$ cat src/rtl/mem_rd_pkg.sv
// Shared definitions for the memory read aligner: access size encodings,
// the two-beat merge FSM states and the size-to-byte-count helper.
package mem_rd_pkg;

  localparam logic [1:0] SZ_WORD = 2'd0;
  localparam logic [1:0] SZ_HALF = 2'd1;
  localparam logic [1:0] SZ_BYTE = 2'd2;
  localparam logic [1:0] SZ_RSVD = 2'd3;

  typedef enum logic {
    ST_IDLE   = 1'b0,
    ST_SECOND = 1'b1
  } rdState_e;

  // Number of bytes an access of the given size touches; 0 for the reserved code.
  function automatic int sizeBytes(input logic [1:0] size, input int wordBytes);
    case (size)
      SZ_WORD: return wordBytes;
      SZ_HALF: return 2;
      SZ_BYTE: return 1;
      default: return 0;
    endcase
  endfunction

endpackage

$ cat src/rtl/mem_rd_lane_extract.sv
// Combinational byte selector and extender. The window is two memory words
// (big-endian, byte 0 in the top bits); the field is nBytes bytes starting at
// byte offset, right-justified, with the upper bits zero- or sign-filled.
// A single-word access places its word in the upper half of the window; a
// merged two-beat access places the first beat high and the second beat low,
// so a crossing field is simply a contiguous run of window bytes.
module mem_rd_lane_extract #(
  parameter int DATA_W = 32,
  parameter int OFF_W  = $clog2(DATA_W/8)
) (
  input  logic [2*DATA_W-1:0] window,
  input  logic [OFF_W-1:0]    offset,
  input  logic [OFF_W:0]      nBytes,
  input  logic                zeroExt,
  output logic [DATA_W-1:0]   field
);

  localparam int NB = DATA_W / 8;
  localparam int NW = 2 * NB;

  logic [7:0] winByte [NW];
  logic       fillBit;
  logic [OFF_W:0] selIdx;

  generate
    for (genvar gi = 0; gi < NW; gi++) begin : gByte
      assign winByte[gi] = window[2*DATA_W-1-8*gi -: 8];
    end
  endgenerate

  // The first selected byte is the most significant byte of the field.
  assign fillBit = !zeroExt && winByte[{1'b0, offset}][7];

  // Result byte j counts from the LSB, so it comes from window byte offset+nBytes-1-j.
  always_comb begin
    field  = '0;
    selIdx = '0;
    for (int j = 0; j < NB; j++) begin
      if (j < int'(nBytes)) begin
        selIdx = (OFF_W+1)'(int'(offset) + int'(nBytes) - 1 - j);
        field[8*j +: 8] = winByte[selIdx];
      end else begin
        field[8*j +: 8] = {8{fillBit}};
      end
    end
  end

endmodule

$ cat src/rtl/mem_read_aligner.sv
// Load-data aligner: extracts a byte/halfword/word field from a big-endian
// memory word, right-justifies and extends it, behind a one-deep output
// register with valid/ready handshakes on both sides.
// Build option MEM_RD_MISALIGN_EN: when defined, accesses that cross the word
// boundary are merged over two input beats; when undefined they complete at
// once with out_err set.
module mem_read_aligner
  import mem_rd_pkg::*;
#(
  parameter int DATA_W = 32,
  parameter int OFF_W  = $clog2(DATA_W/8)
) (
  input  logic              clk,
  input  logic              rst,
  input  logic              in_valid,
  output logic              in_ready,
  input  logic [DATA_W-1:0] in_data,
  input  logic [OFF_W-1:0]  in_offset,
  input  logic [1:0]        in_size,
  input  logic              in_zero_ext,
  output logic              out_valid,
  input  logic              out_ready,
  output logic [DATA_W-1:0] out_data,
  output logic              out_err
);

  localparam int NB = DATA_W / 8;

  logic              outValidReg;
  logic              outErrReg;
  logic [DATA_W-1:0] outDataReg;

  logic              accept;
  logic [OFF_W:0]    inBytes;
  logic              crossing;

  logic [2*DATA_W-1:0] extWindow;
  logic [OFF_W-1:0]    extOffset;
  logic [OFF_W:0]      extBytes;
  logic                extZero;
  logic [DATA_W-1:0]   extField;

  // The output register is the only buffer, so a beat may enter whenever it
  // is empty or being drained this cycle.
  assign in_ready = !outValidReg || out_ready;
  assign accept   = in_valid && in_ready;
  assign inBytes  = (OFF_W+1)'(sizeBytes(in_size, NB));
  assign crossing = (int'(in_offset) + int'(inBytes)) > NB;

`ifdef MEM_RD_MISALIGN_EN
  rdState_e          stateReg;
  logic [DATA_W-1:0] firstWordReg;
  logic [OFF_W-1:0]  firstOffReg;
  logic [1:0]        firstSizeReg;
  logic              firstZeroReg;

  // In SECOND the stored first beat supplies the high bytes and the incoming
  // beat the low bytes; the incoming beat's own offset/size/extension are unused.
  always_comb begin
    extWindow = {in_data, {DATA_W{1'b0}}};
    extOffset = in_offset;
    extBytes  = inBytes;
    extZero   = in_zero_ext;
    if (stateReg == ST_SECOND) begin
      extWindow = {firstWordReg, in_data};
      extOffset = firstOffReg;
      extBytes  = (OFF_W+1)'(sizeBytes(firstSizeReg, NB));
      extZero   = firstZeroReg;
    end
  end
`else
  assign extWindow = {in_data, {DATA_W{1'b0}}};
  assign extOffset = in_offset;
  assign extBytes  = inBytes;
  assign extZero   = in_zero_ext;
`endif

  mem_rd_lane_extract #(
    .DATA_W(DATA_W),
    .OFF_W (OFF_W)
  ) uExtract (
    .window (extWindow),
    .offset (extOffset),
    .nBytes (extBytes),
    .zeroExt(extZero),
    .field  (extField)
  );

  // Handshake, merge FSM and output register; everything holds while a
  // result is stalled because no beat can be accepted then.
  always_ff @(posedge clk or posedge rst) begin
    if (rst) begin
      outValidReg  <= 1'b0;
      outErrReg    <= 1'b0;
      outDataReg   <= '0;
`ifdef MEM_RD_MISALIGN_EN
      stateReg     <= ST_IDLE;
      firstWordReg <= '0;
      firstOffReg  <= '0;
      firstSizeReg <= SZ_WORD;
      firstZeroReg <= 1'b0;
`endif
    end else if (accept) begin
`ifdef MEM_RD_MISALIGN_EN
      if (stateReg == ST_SECOND) begin
        outValidReg  <= 1'b1;
        outErrReg    <= 1'b0;
        outDataReg   <= extField;
        stateReg     <= ST_IDLE;
        firstWordReg <= '0;
      end else
`endif
      if (in_size == SZ_RSVD) begin
        outValidReg <= 1'b1;
        outErrReg   <= 1'b1;
        outDataReg  <= '0;
      end else if (crossing) begin
`ifdef MEM_RD_MISALIGN_EN
        outValidReg  <= 1'b0;
        outErrReg    <= 1'b0;
        stateReg     <= ST_SECOND;
        firstWordReg <= in_data;
        firstOffReg  <= in_offset;
        firstSizeReg <= in_size;
        firstZeroReg <= in_zero_ext;
`else
        outValidReg <= 1'b1;
        outErrReg   <= 1'b1;
        outDataReg  <= '0;
`endif
      end else begin
        outValidReg <= 1'b1;
        outErrReg   <= 1'b0;
        outDataReg  <= extField;
      end
    end else if (out_ready) begin
      outValidReg <= 1'b0;
    end
  end

  assign out_valid = outValidReg;
  assign out_data  = outDataReg;
  assign out_err   = outErrReg;

endmodule

$ cat config.mk
export PLATFORM = sky130hd
export DESIGN_NAME = mem_read_aligner
export DESIGN_NICKNAME = d
export VERILOG_FILES = /design/src/rtl/mem_rd_pkg.sv /design/src/rtl/mem_rd_lane_extract.sv /design/src/rtl/mem_read_aligner.sv
export SDC_FILE = /design/constraint.sdc
export NUM_CORES = 1
export LEC_CHECK = 0
export ABC_AREA = 1
export BUFFER_PORTS_ARGS = -buffer_cell sky130_fd_sc_hd__buf_4
export CAP_MARGIN = 15
export CORE_MARGIN = 4
export CORE_UTILIZATION = 56
export CTS_CLUSTER_DIAMETER = 100
export DETAILED_ROUTE_END_ITERATION = 6
export PLACE_DENSITY = 0.92
export SLEW_MARGIN = 20
export SYNTH_ARGS = -nofsm -noshare
export SYNTH_HDL_FRONTEND = slang
export SYNTH_SLANG_ARGS = --single-unit
$ cat constraint.sdc
create_clock -name clk -period 3.7 [get_ports clk]
set_input_delay 0.37 -clock clk [delete_from_list [all_inputs] [get_ports clk]]
set_output_delay 0.37 -clock clk [all_outputs]
set_load 0.02 [all_outputs]
# Word level (Yosys, flattened, before mapping)
# Cells that the tools add are included.
[totals]
register_bits = 34
input_bits = 41
[op_classes]
add_sub_neg = 5
n_lt_le_gt_ge = 10
n_eq_ne = 3
mux = 26
n_bitwise = 5
reduce_logical = 7
[op_table]
columns = ["cell", "count"]
rows = [
  ["binary-select mux 8 bit (select 3 bit)", 5],
  ["2-to-1 mux 8 bit", 14],
  ["2-to-1 mux 32 bit", 2],
  [">= comparator 4 bit, second input constant", 5],
  ["NOT 3 -> 4 bit", 4],
  ["one-hot mux 3 bit (3 select lines)", 1],
  ["less-than comparator 1 x 3 -> 1 bit, first input constant", 2],
  ["less-than comparator 2 x 3 -> 1 bit, first input constant", 2],
  ["subtractor 3 x 2 -> 3 bit, second input constant", 2],
  ["subtractor 3 bit, second input constant", 2],
  ["adder 2 x 3 -> 4 bit", 1],
  ["equality test 2 bit, second input constant", 2],
  ["greater-than comparator 4 x 3 -> 1 bit, second input constant", 1],
  ["2-to-1 mux 1 bit", 4],
  ["NOT 2 -> 4 bit", 1],
  ["equality test 2 x 1 -> 1 bit, second input constant", 1],
  ["logical AND 1 bit", 2],
  ["zero test 1 bit", 2],
  ["zero test 2 bit", 1],
  ["nonzero test 2 bit", 1],
  ["logical OR 1 bit", 1],
]

# Depth between registers and ports, before layout
[logic_depth]
ltp_word = 12
depth_mapped = 15
ltp_nobuf = 15

# Cells and area by module
# Synthesis repeated with hierarchy kept, for this count alone.
[hier_totals]
cells_unflattened = 719
hier_area_um2 = 4096.4
[by_module_without_submodules]
columns = ["module", "instances", "cells_per_inst", "area_each_um2", "seq_area_each_um2"]
rows = [
  ["mem_rd_lane_extract", 1, 511, 2331.0, 0.0],
  ["mem_read_aligner", 1, 208, 1765.4, 850.8],
]

# Least setup slack after synthesis
# OpenSTA, ideal clock, no wires.
[synth_path]
path_kind = "input -> register"
from = "input in_size[1]"
to = "register outDataReg[16] (netlist: out_data[16])"
setup_time_ps = 117
arrival_ps = 1949
t_required_ps = 3583
setup_slack_ps = 1634
path_stages = 14
path_cell_list = "inv_2 -> nor2_1 -> ha_1 -> inv_1 -> fa_1 -> inv_1 -> nor2_1 -> nand3_1 -> nand2_2 -> nand2_4 -> nand3_1 -> nand2_1 -> nand2_1 -> nand2_1"
[synth_between]
elab_chain_cells = 12
elab_cells_between_ends = 17
[synth_lines]
columns = ["item", "line_no", "text"]
rows = [
  ["start: declaration", "mem_read_aligner.sv:19", "input logic [1:0] in_size,"],
  ["equality test 2 bit, or another cell as far along", "mem_rd_pkg.sv:17", "case (size)"],
  ["one-hot mux 3 bit (3 select lines)", "mem_rd_pkg.sv:17", ""],
  ["adder 2 x 3 -> 4 bit", "mem_rd_lane_extract.sv:40", "selIdx = (OFF_W+1)'(int'(offset) + int'(nBytes) - 1 - j);"],
  ["subtractor 3 x 2 -> 3 bit", "mem_rd_lane_extract.sv:40", ""],
  ["subtractor 3 bit", "mem_rd_lane_extract.sv:40", ""],
  ["NOT 3 -> 4 bit (not written as such)", "mem_rd_lane_extract.sv:41", "field[8*j +: 8] = winByte[selIdx];"],
  ["binary-select mux 8 bit (select 3 bit)", "mem_rd_lane_extract.sv:41", ""],
  ["2-to-1 mux 8 bit (not written as such) (2 in series)", "mem_rd_lane_extract.sv:41", ""],
  ["2-to-1 mux 8 bit", "mem_rd_lane_extract.sv:39", "if (j < int'(nBytes)) begin"],
  ["2-to-1 mux 32 bit", "mem_read_aligner.sv:117", "end else if (crossing) begin"],
  ["2-to-1 mux 32 bit (*)", "mem_read_aligner.sv:113", "if (in_size == SZ_RSVD) begin"],
  ["end signal: assignment", "mem_read_aligner.sv:134", "outDataReg <= extField;"],
  ["end: declaration", "mem_read_aligner.sv:31", "logic [DATA_W-1:0] outDataReg;"],
]
# Mark *: on every way between the ends. The rest lies on a longest branch, timed or not. The select of a mux whose other input is x is not followed.
# A chain may end at the register's enable or synchronous reset.

# Final worst setup path
# Ends and elaborated chain as after synthesis.

==> out/metrics.cfg <==
[run_status]
status = completed

[cells_and_area]
final_area_mm2 = 0.00311
diodes = 0
nets = 493
drive_gt1_share_pct = 22.7
area_delta_synth_final_pct = 27.3

[logic_synthesis]
ys.warnings.count = 0
ys_seq_area_share_pct = 34.8
synth_edf_count = 0
synth_fp_nets = 423
ys_ff_latch = 34
syn_area_per_cell_um2 = 6.45
netlist_area_mm2 = 0.00245
synth_top_area_share_pct = 34.8
synthTopCellsByArea = dfrtp_1 (35%), nand2_1 (27%), o21ai_0 (11%)
yosys.cell_count.top_type = nand2_1
ys_top_cells_by_count = nand2_1 (176), o21ai_0 (56), dfrtp_1 (34)
synth_top_area_cell = dfrtp_1
synth_cell_type_count = 23
ys.flop_type = dfrtp_1
syn_inst = 379
async_reset_ff_share_pct = 100

[detailed_routing]
drt-vias-per-instance = 5.42
wl_mm = 7.24
ant_nets = 0
wl_per_cell_um = 14.5
dr_wl_met2_mm = 3.55
wl_met3_um = 607
drtIter0Drc = 192
vias = 2709
drt-met1-wl_mm = 2.85
route.detailed.drc = 0
maxUsedRoutingLayer = met4
first_pass_iters = 5

[power]
power.leakage_nw = 1.77
peakVddDrop_uv = 212
power_density_mw_per_mm2 = 415

[setup_path]
startpoint = in_size[1]
critPathMaxStageDelay_ns = 0.44
crit_fanout = 12
crit_family = simple AND/OR/NAND/NOR gates
cp_slowest_cell = fa_1
crit_top_cell = nand2_1
end_kind = flop
critPathLaunchType = primary input
critPathKind = primary input to flop
critical_path_buf_inv_count = 5
cp_cell_sequence = buf_4 > inv_2 > nor2_1 > ha_1 > inv_1 > fa_1 > inv_1 > nand2_1 > nand2_1 > buf_4 > nand3_1 > nand3_1 > nand2_1 > nand2_1 > nand2_1
reg2reg_from = out_valid
arrival_ns = 2.79
critPathRequiredTime_ns = 3.87

[grt]
grt_max_degree = 48
grt_antenna_before_repair = 0
grt_pass1_wl_mm = 11.7
grt_pass1_vias = 2643
gr-total-overflow = 0
globalRouteTotalUtil_pct = 27.9

[sta]
worstMarginPinSlew_ns = 0.910
period_share_pct = 70.8
rsz0062_at_grt = no
maxSlewHeadroom_pct = 39.2
min_period_ns = 2.62
fin_setup_tns_ns = 0
slew_viol_final = 0
finalSetupViolations = 0
finalHoldViolations = 0
fmax_mhz = 381
fin_skew_ns = 0.00753

[clock_network]
ctsLongestPathBuffers = 2
cts_sinks = 34
clk_pin_slew_ns = 0.07
cts_root_buffer = clkbuf_8
clk_latency_ns = 0.28
cts_resized = 0
cts_setup_buffers = 0
htree_levels = 2
hold_buffers = 0
cts_buffers = 5
cts_tree = yes

[die]
start_util_pct = 59.4
design.die.area_mm2 = 0.00549
die-height_um = 74.1
rows = 23
die_w_um = 74.1
num_io_pins = 76
coreArea_mm2 = 0.00412

[place]
gp_congestion = 0.953
place.port_buffers = 75
post_dp_cell_area_mm2 = 0.00302
dp_hpwl_mm = 5.66

[flow_run]
max-cap-violations = 0

[worst_hold_path]
hp-class = primary input to async pin

## layout by cell type, fill, tap and decap left out
master    instances
a21oi_4           2
nor2_1            6
buf_4            79
a21oi_1           7
ha_1              2
nand2_2           2
nand2_4           5
fa_1              1
dfrtp_1          34
nand3_2           1
nand3_1          13
inv_1            33
clkinv_2          1
mux2i_1           6
o21ai_2           1
clkbuf_8          6
nand2_1         176
clkbuf_1          1
nor2_2            1
nor2_4            1
o21ai_1           9
o21ai_0          56
inv_2             3
o211ai_1          4
## logic make-up after synthesis
kind of cell / count (synthesis) / share of synthesized area, %
mux: 6 / 2.46
compound gates: 79 / 17.6
fa+ha+maj: 3 / 1.84
simple gates: 205 / 34.5
flops: 34 / 34.8
buf+inv: 52 / 8.75
## worst reg2reg max path: stages (launching register included)
cell     delay [ns]
dfrtp_1        0.40
a21oi_1        0.38
inv_1          0.53
nand2_1        0.22
nand2_1        0.09
## layout make-up
class | count | area, um^2
Inverter | 36 | 135
Sequential cell | 34 | 851
Clock inverter | 1 | 5.00
Timing Repair Buffer | 79 | 593
Fill cell | 339 | 1000
Clock buffer | 7 | 86.3
Tap cell | 50 | 62.6
Multi-Input combinational cell | 293 | 1380
## where the power goes
part | internal (mW) | switching (mW)
combinational | 0.203 | 0.342
clock | 0.150 | 0.136
sequential | 0.428 | 0.0330
total | 0.782 | 0.511
## through the flow
stage	std cells	util (%)	total power, mW	worst slack [ns]	hold WS (ns)
2_1_floorplan	379	-	0.806	1.63	0.481
3_3_place_gp	492	73.5	0.987	0.963	0.466
3_5_place_dp	492	73.5	1.01	0.833	0.466
4_1_cts	500	75.7	1.29	1.10	0.192
5_1_grt	500	75.7	1.37	0.889	0.213
6_report	500	75.7	1.29	1.08	0.178
## registers in the layout, summed over array words and instances, names as in the netlist
name       count
out_data      32
out_err        1
out_valid      1
## final timing paths
path / endpoint / slack, ns / depth (start not counted)
worst max register to register: out_data[21] / 1.95 / 4
max in group asynchronous: out_data[1] / 3.21 / 3
worst min register to register: out_data[27] / 0.48 / 2
worst max-delay path: out_data[16] / 1.08 / 15
worst min-delay path: out_data[18] / 0.18 / 3
min in group clk: out_valid / 0.28 / 3
## per-layer routing
| layer | vias to the layer above | track usage, % |
|---|---|---|
| li1 | 1335 | - |
| met1 | 1222 | 33.9 |
| met2 | 130 | 48.7 |
| met3 | 22 | 4.46 |
| met4 | 0 | 12.5 |
| met5 | - | 0 |
Note: power is estimated with default switching activity, not from simulation.
